**src/rtl/valid_ready_buffered_responder.sv**
```systemverilog
// Purpose     : completer end of a single-requester valid/ready link; requests are buffered in a
//               DEPTH-entry FIFO and returned in order as responses tagged with a sequence number.
// Latency     : 1 cycle from request acceptance to rsp_valid with that word (first-word fall-through).
// Backpressure: req_ready drops while full, from registered state only; a pop in a full cycle frees
//               a slot that the requester can use on the following cycle.
//
// Ports:
//   clk, rst                 single clock; asynchronous active-high reset
//   req_valid/req_ready      request handshake, payload on req_data
//   rsp_valid/rsp_ready      response handshake, payload on rsp_data, tag on rsp_seq
//   occupancy                number of entries currently buffered
module valid_ready_buffered_responder #(
    parameter int DSIZE = 8,
    parameter int DEPTH = 4,
    parameter int SEQW  = 4
) (
    input  logic                     clk,
    input  logic                     rst,
    input  logic                     req_valid,
    input  logic [DSIZE-1:0]         req_data,
    output logic                     req_ready,
    output logic                     rsp_valid,
    output logic [DSIZE-1:0]         rsp_data,
    output logic [SEQW-1:0]          rsp_seq,
    input  logic                     rsp_ready,
    output logic [$clog2(DEPTH):0]   occupancy
);

    localparam int AW = $clog2(DEPTH);
    localparam logic [AW:0] OCC_FULL = (AW+1)'(DEPTH);

    typedef struct packed {
        logic [SEQW-1:0]  seq;
        logic [DSIZE-1:0] dat;
    } entry_t;

    // Storage carries no reset; entries are only ever read when occupancy says they are valid.
    entry_t          mem [DEPTH];

    logic            en;
    logic [AW-1:0]   wr_ptr;
    logic [AW-1:0]   rd_ptr;
    logic [AW:0]     occ;
    logic [SEQW-1:0] seq_cnt;
    logic            push;
    logic            pop;
    entry_t          head;

    // Both handshake qualifiers come purely from flops, so rsp_ready never reaches req_ready
    // combinationally; a full buffer stays closed for the cycle in which it is being drained.
    assign req_ready = en & (occ != OCC_FULL);
    assign rsp_valid = (occ != '0);

    assign push = req_valid & req_ready;
    assign pop  = rsp_valid & rsp_ready;

    // Head entry is presented directly; zeroed while nothing is buffered so stale
    // storage never leaks onto the response bus.
    assign head      = mem[rd_ptr];
    assign rsp_data  = rsp_valid ? head.dat : '0;
    assign rsp_seq   = rsp_valid ? head.seq : '0;
    assign occupancy = occ;

    // Enable opens the request side one cycle after reset is released.
    always_ff @(posedge clk or posedge rst) begin
        if (rst) begin
            en <= 1'b0;
        end else begin
            en <= 1'b1;
        end
    end

    always_ff @(posedge clk) begin
        if (push) begin
            mem[wr_ptr] <= '{seq: seq_cnt, dat: req_data};
        end
    end

    // Pointers are AW bits wide, so they wrap DEPTH-1 -> 0 naturally (DEPTH is a power of 2).
    always_ff @(posedge clk or posedge rst) begin
        if (rst) begin
            wr_ptr  <= '0;
            rd_ptr  <= '0;
            seq_cnt <= '0;
        end else begin
            if (push) begin
                wr_ptr  <= wr_ptr + 1'b1;
                seq_cnt <= seq_cnt + 1'b1;
            end
            if (pop) begin
                rd_ptr <= rd_ptr + 1'b1;
            end
        end
    end

    always_ff @(posedge clk or posedge rst) begin
        if (rst) begin
            occ <= '0;
        end else begin
            case ({push, pop})
                2'b10:   occ <= occ + 1'b1;
                2'b01:   occ <= occ - 1'b1;
                default: occ <= occ;
            endcase
        end
    end

endmodule
```
**config.mk**
```make
export PLATFORM = sky130hd
export DESIGN_NAME = valid_ready_buffered_responder
export DESIGN_NICKNAME = d
export VERILOG_FILES = /design/src/rtl/valid_ready_buffered_responder.sv
export SDC_FILE = /design/constraint.sdc
export NUM_CORES = 1
export LEC_CHECK = 0
export CAP_MARGIN = 20
export CORE_MARGIN = 10
export CORE_UTILIZATION = 59
export CTS_CLUSTER_SIZE = 40
export DETAILED_ROUTE_END_ITERATION = 8
export HOLD_SLACK_MARGIN = 0.08
export PLACE_DENSITY_LB_ADDON = 0.2
export SYNTH_ARGS = -nofsm -noshare
export SYNTH_HDL_FRONTEND = slang
export SYNTH_SLANG_ARGS = --single-unit
```
**constraint.sdc**
```tcl
create_clock -name clk -period 3.5 [get_ports clk]
set_input_delay 0.7 -clock clk [delete_from_list [all_inputs] [get_ports clk]]
set_output_delay 0.7 -clock clk [all_outputs]
set_load 0.01 [all_outputs]
```
-- Word-level counts from Yosys, hierarchy flattened
Memories as Yosys holds them, arrays and structs flattened.
Index checks and enable logic that the tools add are counted.
- memories: 1
- bits in latches: 0
- bits in registers: 12
- memory bits (read-only): 0
- memory bits (writable): 48
- memory list (memory ; words ; bits a word ; read ports ; clocked after memory_dff ; wr ports ; line ; source):
    mem ; 4 ; 12 ; 1 ; 0 ; 1 ; 38 ; entry_t mem [DEPTH];
- $mul: 0
- add/sub/neg operators: 5
- reductions and logical operators: 2
- eq/ne operators: 3
- bitwise operators: 3
- shifts and indexed selects: 0
- multiplexer cells: 5
- div/mod/pow operators: 0
- order comparisons: 0
- operators by type and width (operator ; number):
    $mux 8 ; 1
    $pmux 3 s2 ; 1
    $add 2x1->2 const B ; 2
    $add 4x1->4 const B ; 1
    $mux 4 ; 1
    $add 3x1->3 const B ; 1
    $and 1x1->1 ; 3
    $ne 3x3->1 const B ; 1
    $reduce_bool 3->1 ; 1
    $sub 3x1->3 const B ; 1
    $eq 2x1->1 const B ; 1
    $eq 2x2->1 const B ; 1
    $mux 1 ; 2
    $reduce_bool 2->1 ; 1

-- Longest topological paths before layout
- word-level depth: 5
- depth in mapped cells: 9
- mapped depth without buffers: 9

-- Least setup slack after synthesis
No wires, ideal clock.
- path kind: in2reg
- start: input req_valid
- end: register occ[2] (netlist: occupancy[2])
- library setup time: 0.079 ns
- arrival: 1.908 ns
- stages: 9
- buffers on the path: 0
- slack: 1.513 ns
- cell sequence: nand2_1 -> nor2_2 -> inv_1 -> ha_1 -> inv_1 -> fa_1 -> xor2_1 -> nor2_1 -> xor2_1
- longest elaborated chain between the ends: 3
- elaborated cells on any way between the ends: 5
- classes of those cells: 2 x eq/ne; 1 x mux; 1 x bitwise; 1 x reduce/logical
- ends and longest elaborated chain (item ; line ; source):
    start: declaration ; 19 ; input logic req_valid,
    $and 1x1->1 * ; 54 ; assign push = req_valid & req_ready;
    $eq 2x1->1 or $eq 2x2->1 (tied branches) ; 100 ; case ({push, pop})
    $pmux 3 s2 or $reduce_bool 2->1 (tied branches) ; - ;
    end signal: assignment ; 101 ; 2'b10: occ <= occ + 1'b1;
    end signal: assignment ; 102 ; 2'b01: occ <= occ - 1'b1;
    end: declaration ; 43 ; logic [AW:0] occ;
Mark *: on every way between the ends. The rest lies on a longest branch, timed or not.
A chain may end at the register's enable or synchronous reset.

-- Final worst setup path
- start: register rd_ptr[0]
- end: output rsp_data[7]
- longest elaborated chain between the ends: 2
- ends and longest elaborated chain (item ; line ; source):
    start: declaration ; 42 ; logic [AW-1:0] rd_ptr;
    start signal: assignment ; 91 ; rd_ptr <= rd_ptr + 1'b1;
    $mem_v2 4x12 ; - ;
    $mux 8 ; 60 ; assign rsp_data = rsp_valid ? head.dat : '0;
    end: declaration ; 23 ; output logic [DSIZE-1:0] rsp_data,
No other way between the ends.

==> impl_metrics.yaml <==
yosys:
  seq_area_frac_synth_pct: 70.5
  yosysWarnings: 0
  synth_area_per_cell_um2: 19.0
  synth-seq-cells: 60
  syn_inst: 130
  netlist_area_um2: 2470
  ys_types: 26
  syn_nets: 149
critical_path:
  crit_chain: "buf_4 -> mux4_1 -> and2_1 -> clkdlybuf4s50_1"
  slowest_delay_ns: 0.57
  cp.arrival_ns: 2.24
  worstSetupPathType: "flop to output pin"
  cpMaxStageDelayCell: "mux4_1"
  cp_max_fo: 11
  worstSetupStartpointType: "flop"
  critPathTopFamily: "buffers and inverters"
  crit_path_end_kind: "output pin"
  worstPathRequired_ns: 2.80
  path_buf_inv: 2
clock_network:
  htree_num_levels: 3
  clk_latency_ns: 0.33
  cts_hold_buffers: 0
  cts_setup_buffers: 0
  cts_buffer_depth: 2
  path_clk_slew_ns: 0.06
  cts_buffers: 9
  clock-sinks: 60
  cts_tree: "yes"
  cts-root-buf: "clkbuf_8"
  cts.repair.resized: 0
timing:
  fin_setup_tns_ns: 0
  min_period_ns: 2.94
  rsz0062_at_grt: "no"
  clock.fmax_ghz: 0.341
  setup_violations: 0
  slew_violations: 0
  finalClockSkew_ns: 0.00630
  fin_crit_sh_pct: 83.9
  hold_slack_ns: 0.517
  maxSlewHeadroom_pct: 55.8
  tightest_slew_ns: 0.663
  hold_viol_final: 0
worst_hold_path:
  hold_class: "flop to flop"
pwr:
  power_density_nw_per_um2: 835
  vdd_drop_max_uv: 540
  power_leakage_uw: 0.00107
run_status:
  status: "complete, no violations"
cells_and_area:
  finalNetCount: 185
  final_cell_mix: "edfxtp_1, clkdlybuf4s50_1, and2_1, dfrtp_1, clkbuf_8"
  drive_gt1_share_pct: 13.5
  area_growth_pct: 19.5
  post-route-util_pct: 73.3
  final_common_cell: "edfxtp_1"
  diodes: 0
  fillCellCount: 255
  fin_cells: 220
grt:
  grt_max_degree: 16
  grt_pass1_wl_um: 6690
  grtUsageTotal_pct: 12.5
  grt_pass1_vias: 1326
  grt_antenna_before_repair: 0
  overflow: 0
route:
  ant_nets: 0
  via_per_inst: 5.45
  drt-initial-drc-count: 94
  dr.pass1.iters: 6
  num_vias: 1200
  finalWirelength_um: 4120
  routedWlPerCell_um: 18.7
  drc: 0
floorplan:
  die_h_um: 84.7
  design.die.area_um2: 7180
  start_util_pct: 61.3
  coreArea_um2: 4030
  ios: 29
  rows: 23
  dieWidth_um: 84.7
place:
  dp_hpwl_um: 2720
  dp_cells: 205
  portBuffers: 28
  place.gp.congestion: 0.664
flow_run:
  maxCapViolCount: 0
-- Yosys cell counts --
library cell / n / area share [%]
buf_2: 1 / 0.20
nor3_1: 1 / 0.20
conb_1: 1 / 0.15
clkbuf_1: 1 / 0.15
nor2_2: 1 / 0.25
nor3b_1: 1 / 0.30
mux4_1: 4 / 4.3
mux4_2: 8 / 7.3
ha_1: 6 / 3.0
inv_1: 7 / 1.1
nor2b_1: 1 / 0.25
and2_1: 17 / 4.3
or3_1: 1 / 0.25
nand2_1: 1 / 0.15
edfxtp_1: 48 / 58
nand3_1: 2 / 0.41
dfrtp_1: 12 / 12
xor2_1: 6 / 2.1
fa_1: 1 / 0.81
mux2_2: 2 / 0.91
xnor2_1: 3 / 1.1
nor3b_2: 1 / 0.51
nor2_1: 1 / 0.15
buf_6: 1 / 0.46
mux2i_1: 1 / 0.41
buf_12: 1 / 0.81
-- area by class of cell --
class                      count  area (µm²)  area share [%]
multi-input combinational     59         663            22.4
inverter                       7        26.3           0.889
clock buffer                  11         131            4.45
tap                           50        62.6            2.12
sequential                    60        1740            59.0
timing repair buffer          29         288            9.74
clock inverter                 4        41.3            1.40
-- per-layer routing --
metal | track usage (%) | share of wire, % | vias to the layer above | wire length, µm
met4 | 10.0 | 3.8 | 0 | 155
met2 | 20.3 | 51 | 39 | 2110
li1 | - | - | 559 | -
met5 | 0 | 0 | - | 0
met3 | 4.44 | 6.2 | 14 | 254
met1 | 12.8 | 39 | 588 | 1600
-- through the flow --
step	setup slack (ns)	total power, µW	area, µm²
after CTS	0.515	2510	2950
after floorplan	1.51	1580	2470
after global routing	0.465	2620	2950
after detailed placement	0.846	1950	2780
after global placement	0.926	1900	2780
final	0.564	2470	2950
-- flip-flops by register name (all words and copies together) (netlist names) --
| signal | cells |
|---|---|
| rd_ptr | 2 |
| wr_ptr | 2 |
| seq_cnt | 4 |
| mem | 48 |
| occupancy | 3 |
| en | 1 |
-- logic make-up after synthesis --
kind of cell,synth area share [%]
other,0.152
flip-flops,70.5
XOR/XNOR,3.19
buffers and inverters,2.68
multiplexers,12.9
AND/OR/NAND/NOR,6.78
adder cells (fa/ha/maj),3.85
-- worst paths after layout --
check	startpoint	depth (start not counted)	end	slack (ns)
worst max-delay path	rd_ptr[0]	4	rsp_data[7]	0.56
worst min-delay path	occupancy[2]	1	occupancy[2]	0.52
worst max register to register	occupancy[0]	8	occupancy[2]	1.24
worst min register to register	occupancy[2]	1	occupancy[2]	0.52
max in group asynchronous	rst	2	rd_ptr[0]	2.50
min in group asynchronous	rst	2	seq_cnt[1]	0.68
-- power breakdown --
group / internal, µW / switching, µW / total (µW)
registers: 939 / 131 / 1070
clock network: 318 / 232 / 550
logic: 500 / 348 / 848
total: 1760 / 711 / 2470
(Power assumes the default switching activity.)
